$ cat src/rtl/combo_lock_ctrl.sv
`default_nettype none
// ============================================================================
// Module   : combo_lock_ctrl
// Brief    : Digit-by-digit combination lock sequencer with timed unlock
//            window and lockout after repeated failed entries.
// Revision : 1.0 - initial release
// ============================================================================
module combo_lock_ctrl #(
    parameter int CODE_LEN       = 4,
    parameter int KEY_W          = 2,
    parameter int MAX_TRIES      = 3,
    parameter int UNLOCK_CYCLES  = 8,
    parameter int LOCKOUT_CYCLES = 16
) (
    input  logic                      clk,
    input  logic                      reset,
    input  logic                      btn_valid,
    input  logic [KEY_W-1:0]          btn_code,
    input  logic [CODE_LEN*KEY_W-1:0] code_word,
    input  logic                      clear_entry,
    input  logic                      relock,
    output logic                      unlocked,
    output logic                      error,
    output logic                      locked_out,
    output logic [3:0]                digit_count,
    output logic [3:0]                fail_count
);

    localparam logic [1:0]  c_ST_ENTRY   = 2'd0;
    localparam logic [1:0]  c_ST_OPEN    = 2'd1;
    localparam logic [1:0]  c_ST_LOCKOUT = 2'd2;

    localparam logic [3:0]  c_LAST_DIGIT = 4'(CODE_LEN - 1);
    localparam logic [4:0]  c_MAX_TRIES  = 5'(MAX_TRIES);
    localparam logic [15:0] c_UNLOCK     = 16'(UNLOCK_CYCLES);
    localparam logic [15:0] c_LOCKOUT    = 16'(LOCKOUT_CYCLES);

    logic [1:0]       r_state;
    logic [1:0]       w_state_nxt;
    logic             r_mismatch;
    logic             w_mismatch_nxt;
    logic [15:0]      r_timer;
    logic [15:0]      w_timer_nxt;
    logic [3:0]       r_digit_count;
    logic [3:0]       w_digit_count_nxt;
    logic [3:0]       r_fail_count;
    logic [3:0]       w_fail_count_nxt;
    logic             r_unlocked;
    logic             w_unlocked_nxt;
    logic             r_error;
    logic             w_error_nxt;
    logic             r_locked_out;
    logic             w_locked_out_nxt;

    logic [KEY_W-1:0] w_expected_digit;
    logic             w_press;
    logic             w_final_digit;
    logic             w_final_fail;
    logic             w_tries_exhausted;
    logic             w_timer_last;
    logic [15:0]      w_timer_dec;

    // code_word is read at the press edge, so late edits only affect later digits
    assign w_expected_digit  = code_word[int'(r_digit_count) * KEY_W +: KEY_W];
    assign w_press           = btn_valid && !clear_entry;
    assign w_final_digit     = (r_digit_count == c_LAST_DIGIT);
    assign w_final_fail      = r_mismatch || (btn_code != w_expected_digit);
    assign w_tries_exhausted = (({1'b0, r_fail_count} + 5'd1) >= c_MAX_TRIES);
    assign w_timer_last      = (r_timer == 16'd1);
    assign w_timer_dec       = (r_timer != 16'd0) ? (r_timer - 16'd1) : 16'd0;

    // ------------------------------------------------------------------
    // State and data registers
    // ------------------------------------------------------------------
    always_ff @(posedge clk) begin
        if (reset) begin
            r_state       <= c_ST_ENTRY;
            r_mismatch    <= 1'b0;
            r_timer       <= 16'd0;
            r_digit_count <= 4'd0;
            r_fail_count  <= 4'd0;
            r_unlocked    <= 1'b0;
            r_error       <= 1'b0;
            r_locked_out  <= 1'b0;
        end else begin
            r_state       <= w_state_nxt;
            r_mismatch    <= w_mismatch_nxt;
            r_timer       <= w_timer_nxt;
            r_digit_count <= w_digit_count_nxt;
            r_fail_count  <= w_fail_count_nxt;
            r_unlocked    <= w_unlocked_nxt;
            r_error       <= w_error_nxt;
            r_locked_out  <= w_locked_out_nxt;
        end
    end

    // ------------------------------------------------------------------
    // Next-state logic
    // ------------------------------------------------------------------
    always_comb begin
        w_state_nxt       = r_state;
        w_mismatch_nxt    = r_mismatch;
        w_timer_nxt       = r_timer;
        w_digit_count_nxt = r_digit_count;
        w_fail_count_nxt  = r_fail_count;

        case (r_state)
            c_ST_ENTRY: begin
                if (clear_entry) begin
                    w_digit_count_nxt = 4'd0;
                    w_mismatch_nxt    = 1'b0;
                end else if (btn_valid) begin
                    if (!w_final_digit) begin
                        w_mismatch_nxt    = w_final_fail;
                        w_digit_count_nxt = r_digit_count + 4'd1;
                    end else begin
                        w_digit_count_nxt = 4'd0;
                        w_mismatch_nxt    = 1'b0;
                        if (!w_final_fail) begin
                            w_state_nxt      = c_ST_OPEN;
                            w_fail_count_nxt = 4'd0;
                            w_timer_nxt      = c_UNLOCK;
                        end else if (w_tries_exhausted) begin
                            w_state_nxt      = c_ST_LOCKOUT;
                            w_fail_count_nxt = 4'd0;
                            w_timer_nxt      = c_LOCKOUT;
                        end else begin
                            w_fail_count_nxt = r_fail_count + 4'd1;
                        end
                    end
                end
            end

            c_ST_OPEN: begin
                w_timer_nxt = w_timer_dec;
                if (w_timer_last || relock) begin
                    w_state_nxt = c_ST_ENTRY;
                    w_timer_nxt = 16'd0;
                end
            end

            c_ST_LOCKOUT: begin
                w_timer_nxt = w_timer_dec;
                if (w_timer_last) begin
                    w_state_nxt = c_ST_ENTRY;
                    w_timer_nxt = 16'd0;
                end
            end

            default: begin
                w_state_nxt       = c_ST_ENTRY;
                w_mismatch_nxt    = 1'b0;
                w_timer_nxt       = 16'd0;
                w_digit_count_nxt = 4'd0;
            end
        endcase
    end

    // ------------------------------------------------------------------
    // Output logic (values registered alongside the state)
    // ------------------------------------------------------------------
    always_comb begin
        w_unlocked_nxt   = (w_state_nxt == c_ST_OPEN);
        w_locked_out_nxt = (w_state_nxt == c_ST_LOCKOUT);
        w_error_nxt      = (r_state == c_ST_ENTRY) && w_press
                           && w_final_digit && w_final_fail;
    end

    assign unlocked    = r_unlocked;
    assign error       = r_error;
    assign locked_out  = r_locked_out;
    assign digit_count = r_digit_count;
    assign fail_count  = r_fail_count;

endmodule
`default_nettype wire

$ cat config.mk
export PLATFORM = sky130hd
export DESIGN_NAME = combo_lock_ctrl
export DESIGN_NICKNAME = d
export VERILOG_FILES = /design/src/rtl/combo_lock_ctrl.sv
export SDC_FILE = /design/constraint.sdc
export NUM_CORES = 1
export LEC_CHECK = 0
export BUFFER_PORTS_ARGS = -buffer_cell sky130_fd_sc_hd__buf_2
export CAP_MARGIN = 15
export CELL_PAD_IN_SITES_DETAIL_PLACEMENT = 0
export CELL_PAD_IN_SITES_GLOBAL_PLACEMENT = 1
export CORE_UTILIZATION = 42
export DETAILED_ROUTE_END_ITERATION = 7
export PLACE_DENSITY_LB_ADDON = 0.1
export SYNTH_ARGS = -nofsm -noshare
export SYNTH_HDL_FRONTEND = slang
export SYNTH_SLANG_ARGS = --single-unit
$ cat constraint.sdc
create_clock -name clk -period 3.2 [get_ports clk]
set_clock_uncertainty 0.05 [all_clocks]
set_input_delay 0.32 -clock clk [delete_from_list [all_inputs] [get_ports clk]]
set_output_delay 0.32 -clock clk [all_outputs]
set_load 0.005 [all_outputs]
==> flow_metrics.env <==
export IMPL_final_hold_viol_count=0
export IMPL_cp_slowest_cell="a2111oi_2"
export IMPL_met2_usage=0.345
export IMPL_vias_per_cell=5.71
export IMPL_synth_cell_type_count=48
export IMPL_cts_tree="yes"
export IMPL_fin_tns_setup_ps=0
export IMPL_cts_setup_buffers=0
export IMPL_synthArstFlopShare=0
export IMPL_dr_pass1_iters=4
export IMPL_syn_nets=251
export IMPL_wirelength_um=4220
export IMPL_grt_most_used_layer="met2"
export IMPL_leakage_nw=0.837
export IMPL_synth_area_leaders="dfxtp_1 (33%), a21oi_1 (8.2%), ha_1 (6.9%)"
export IMPL_yosysTopAreaCell="dfxtp_1"
export IMPL_slew_limit_headroom=0.530
export IMPL_track_usage=0.207
export IMPL_yosysSeqAreaShare=0.329
export IMPL_nets=280
export IMPL_cts_buffer_depth=2
export IMPL_row_count=23
export IMPL_io_buffers=25
export IMPL_post_route_drc_count=0
export IMPL_r2r_start="fail_count[0]"
export IMPL_drv_slew=0
export IMPL_clk_latency_ps=290
export IMPL_overflow=0
export IMPL_die_w_um=67.9
export IMPL_ys_warn_count=0
export IMPL_core_area_mm2=0.00409
export IMPL_hold_depth=4
export IMPL_ys_seq_elements=30
export IMPL_rsz0062_at_grt="no"
export IMPL_period_minus_slack_ps=2670
export IMPL_r2r_cells=8
export IMPL_arrival_ps=2830
export IMPL_num_vias=1747
export IMPL_crit_type="register to register"
export IMPL_rrSetupSlack_ps=530
export IMPL_hp_start="clear_entry"
export IMPL_crit_path_end_kind="register"
export IMPL_crit_path_max_incr_delay_ps=630
export IMPL_drive_gt1_frac=0.176
export IMPL_finalSetupViolCount=0
export IMPL_startpoint_type="register"
export IMPL_post_route_period_util=0.835
export IMPL_cts_resized=0
export IMPL_worst_r2r_endpoint="r_timer[0]"
export IMPL_wl_per_cell_um=13.8
export IMPL_hold_buffers=0
export IMPL_p_per_area_mw_per_mm2=362
export IMPL_cp_max_fo=10
export IMPL_ir_drop_uv=200
export IMPL_clockRootBuffer="clkbuf_8"
export IMPL_drt_iter0_drc=136
export IMPL_min_to="digit_count[2]"
export IMPL_cts_inserted_buffers=5
export IMPL_use_met1=0.245
export IMPL_start_util=0.446
export IMPL_status="finished, final reports clean"
export IMPL_design_die_area_mm2=0.00461
export IMPL_worst_pin_slew_ps=700
export IMPL_yosys_area_top_type_share=0.329
export IMPL_cp_data_required_time_ps=3360
export IMPL_p_total_w=0.000760
export IMPL_gp_congestion=0.785
export IMPL_synthFlopType="dfxtp_1"
export IMPL_htreeDepth=2
export IMPL_boundaryPins=26
export IMPL_grt_max_degree=30
export IMPL_antenna_found_initial=0
export IMPL_area_growth_pct=15.0
export IMPL_syn_avg_cell_area_um2=8.07
export IMPL_clk_transition_reported_paths_ps=60
export IMPL_syn_area_mm2=0.00182
export IMPL_dieHeight_um=67.9
export IMPL_hp_class="input pin to register"
export IMPL_hpwl_um=3020
export IMPL_clock_sinks=30
export IMPL_drv_cap=0
export IMPL_final_cell_mix="a21oi_1 (30), dfxtp_1 (30), buf_2 (25)"
export IMPL_grt_pass1_vias=1583
export IMPL_grt_pass1_wl_um=7040
export IMPL_fmax_mhz=374
export IMPL_synth_edff_count=0
export IMPL_ant_nets=0
export IMPL_antenna_cells=0
export IMPL_use_met3=0.0567
export IMPL_postSynthCellCount=226
export IMPL_cp_cell_sequence="inv_1 > ha_1 > nor2_1 > a2111oi_2 > nand3_1 > o32a_1 > or3_1 > o31ai_1"
-- cells in the mapped netlist, drive strengths merged, types with 2 or more instances --
cell type,instances
o31ai,2
nand4,3
mux4,2
nand2,18
o21ai,15
or3,5
nor2,22
or2,3
nand2b,4
dfxtp,30
a21oi,31
nor4,3
clkbuf,4
nor3,10
inv,9
a31oi,3
ha,10
nand3,11
nor2b,2
or4,6
a21o,4
o21a,3
and4,2
buf,3
nand4b,2
-- sequential cells by signal, indices dropped and copies added, names as in the netlist --
| signal | cells |
|---|---|
| r_timer | 16 |
| digit_count | 4 |
| fail_count | 4 |
| r_state | 2 |
| error | 1 |
| locked_out | 1 |
| r_mismatch | 1 |
| unlocked | 1 |
-- worst max-delay path: cells and delay by family (launching register included) --
family                   cells  cell delay, ps
AO/OA/AOI/OAI                3            1150
AND/OR/NAND/NOR              3             610
buffers and inverters        1              70
flip-flops                   1             420
adder cells (fa/ha/maj)      1             290
-- how the worst max path moves through the flow --
stage	start	end	slack, ps	cells after the start
2_1_floorplan	fail_count[0]	r_timer[0]	700	9
3_3_place_gp	fail_count[0]	r_timer[0]	600	8
3_5_place_dp	fail_count[0]	r_timer[0]	530	8
4_1_cts	fail_count[0]	r_timer[0]	500	8
5_1_grt	fail_count[0]	r_timer[0]	280	8
6_report	fail_count[0]	r_timer[0]	530	8
-- cell type report --
type	instances	area, um^2
fillers	423	1990
multi-input cells	180	1150
flip-flops and latches	30	601
repair buffers	29	155
clock buffers	7	86.3
well taps	50	62.6
inverters	9	33.8
clock inverters	1	5.00
-- metal layers --
metal | part of all wire | wire, um
met2 | 0.48 | 2020
met1 | 0.46 | 1960
met4 | 0.020 | 83
met3 | 0.037 | 156
met5 | 0 | 0
-- stage by stage --
| stage | setup slack [ps] | area [um^2] | hold slack (ps) | util | instances |
|---|---|---|---|---|---|
| after floorplan | 695 | 1820 | 399 | - | 226 |
| after global placement | 595 | 2010 | 426 | 0.491 | 298 |
| after detailed placement | 530 | 2010 | 429 | 0.491 | 298 |
| after CTS | 503 | 2100 | 351 | 0.513 | 306 |
| after global routing | 283 | 2100 | 375 | 0.513 | 306 |
| final | 528 | 2100 | 364 | 0.513 | 306 |
-- where the power goes --
part           internal, W  switching [W]  leakage [nW]
clock network     0.000173       0.000148        0.0482
logic            0.0000261      0.0000325         0.547
registers         0.000376     0.00000419         0.242
total             0.000575       0.000184         0.837
-- logic make-up (layout without fill, tap and decap cells) --
kind of cell / count (synthesis) / count (layout) / synth area share
buf+inv: 16 / 46 / 0.0377
flops: 30 / 30 / 0.329
simple gates: 95 / 95 / 0.269
xor+xnor: 2 / 2 / 0.0137
fa+ha+maj: 10 / 10 / 0.0686
compound gates: 70 / 70 / 0.249
mux: 3 / 3 / 0.0323
(Power assumes the default switching activity.)
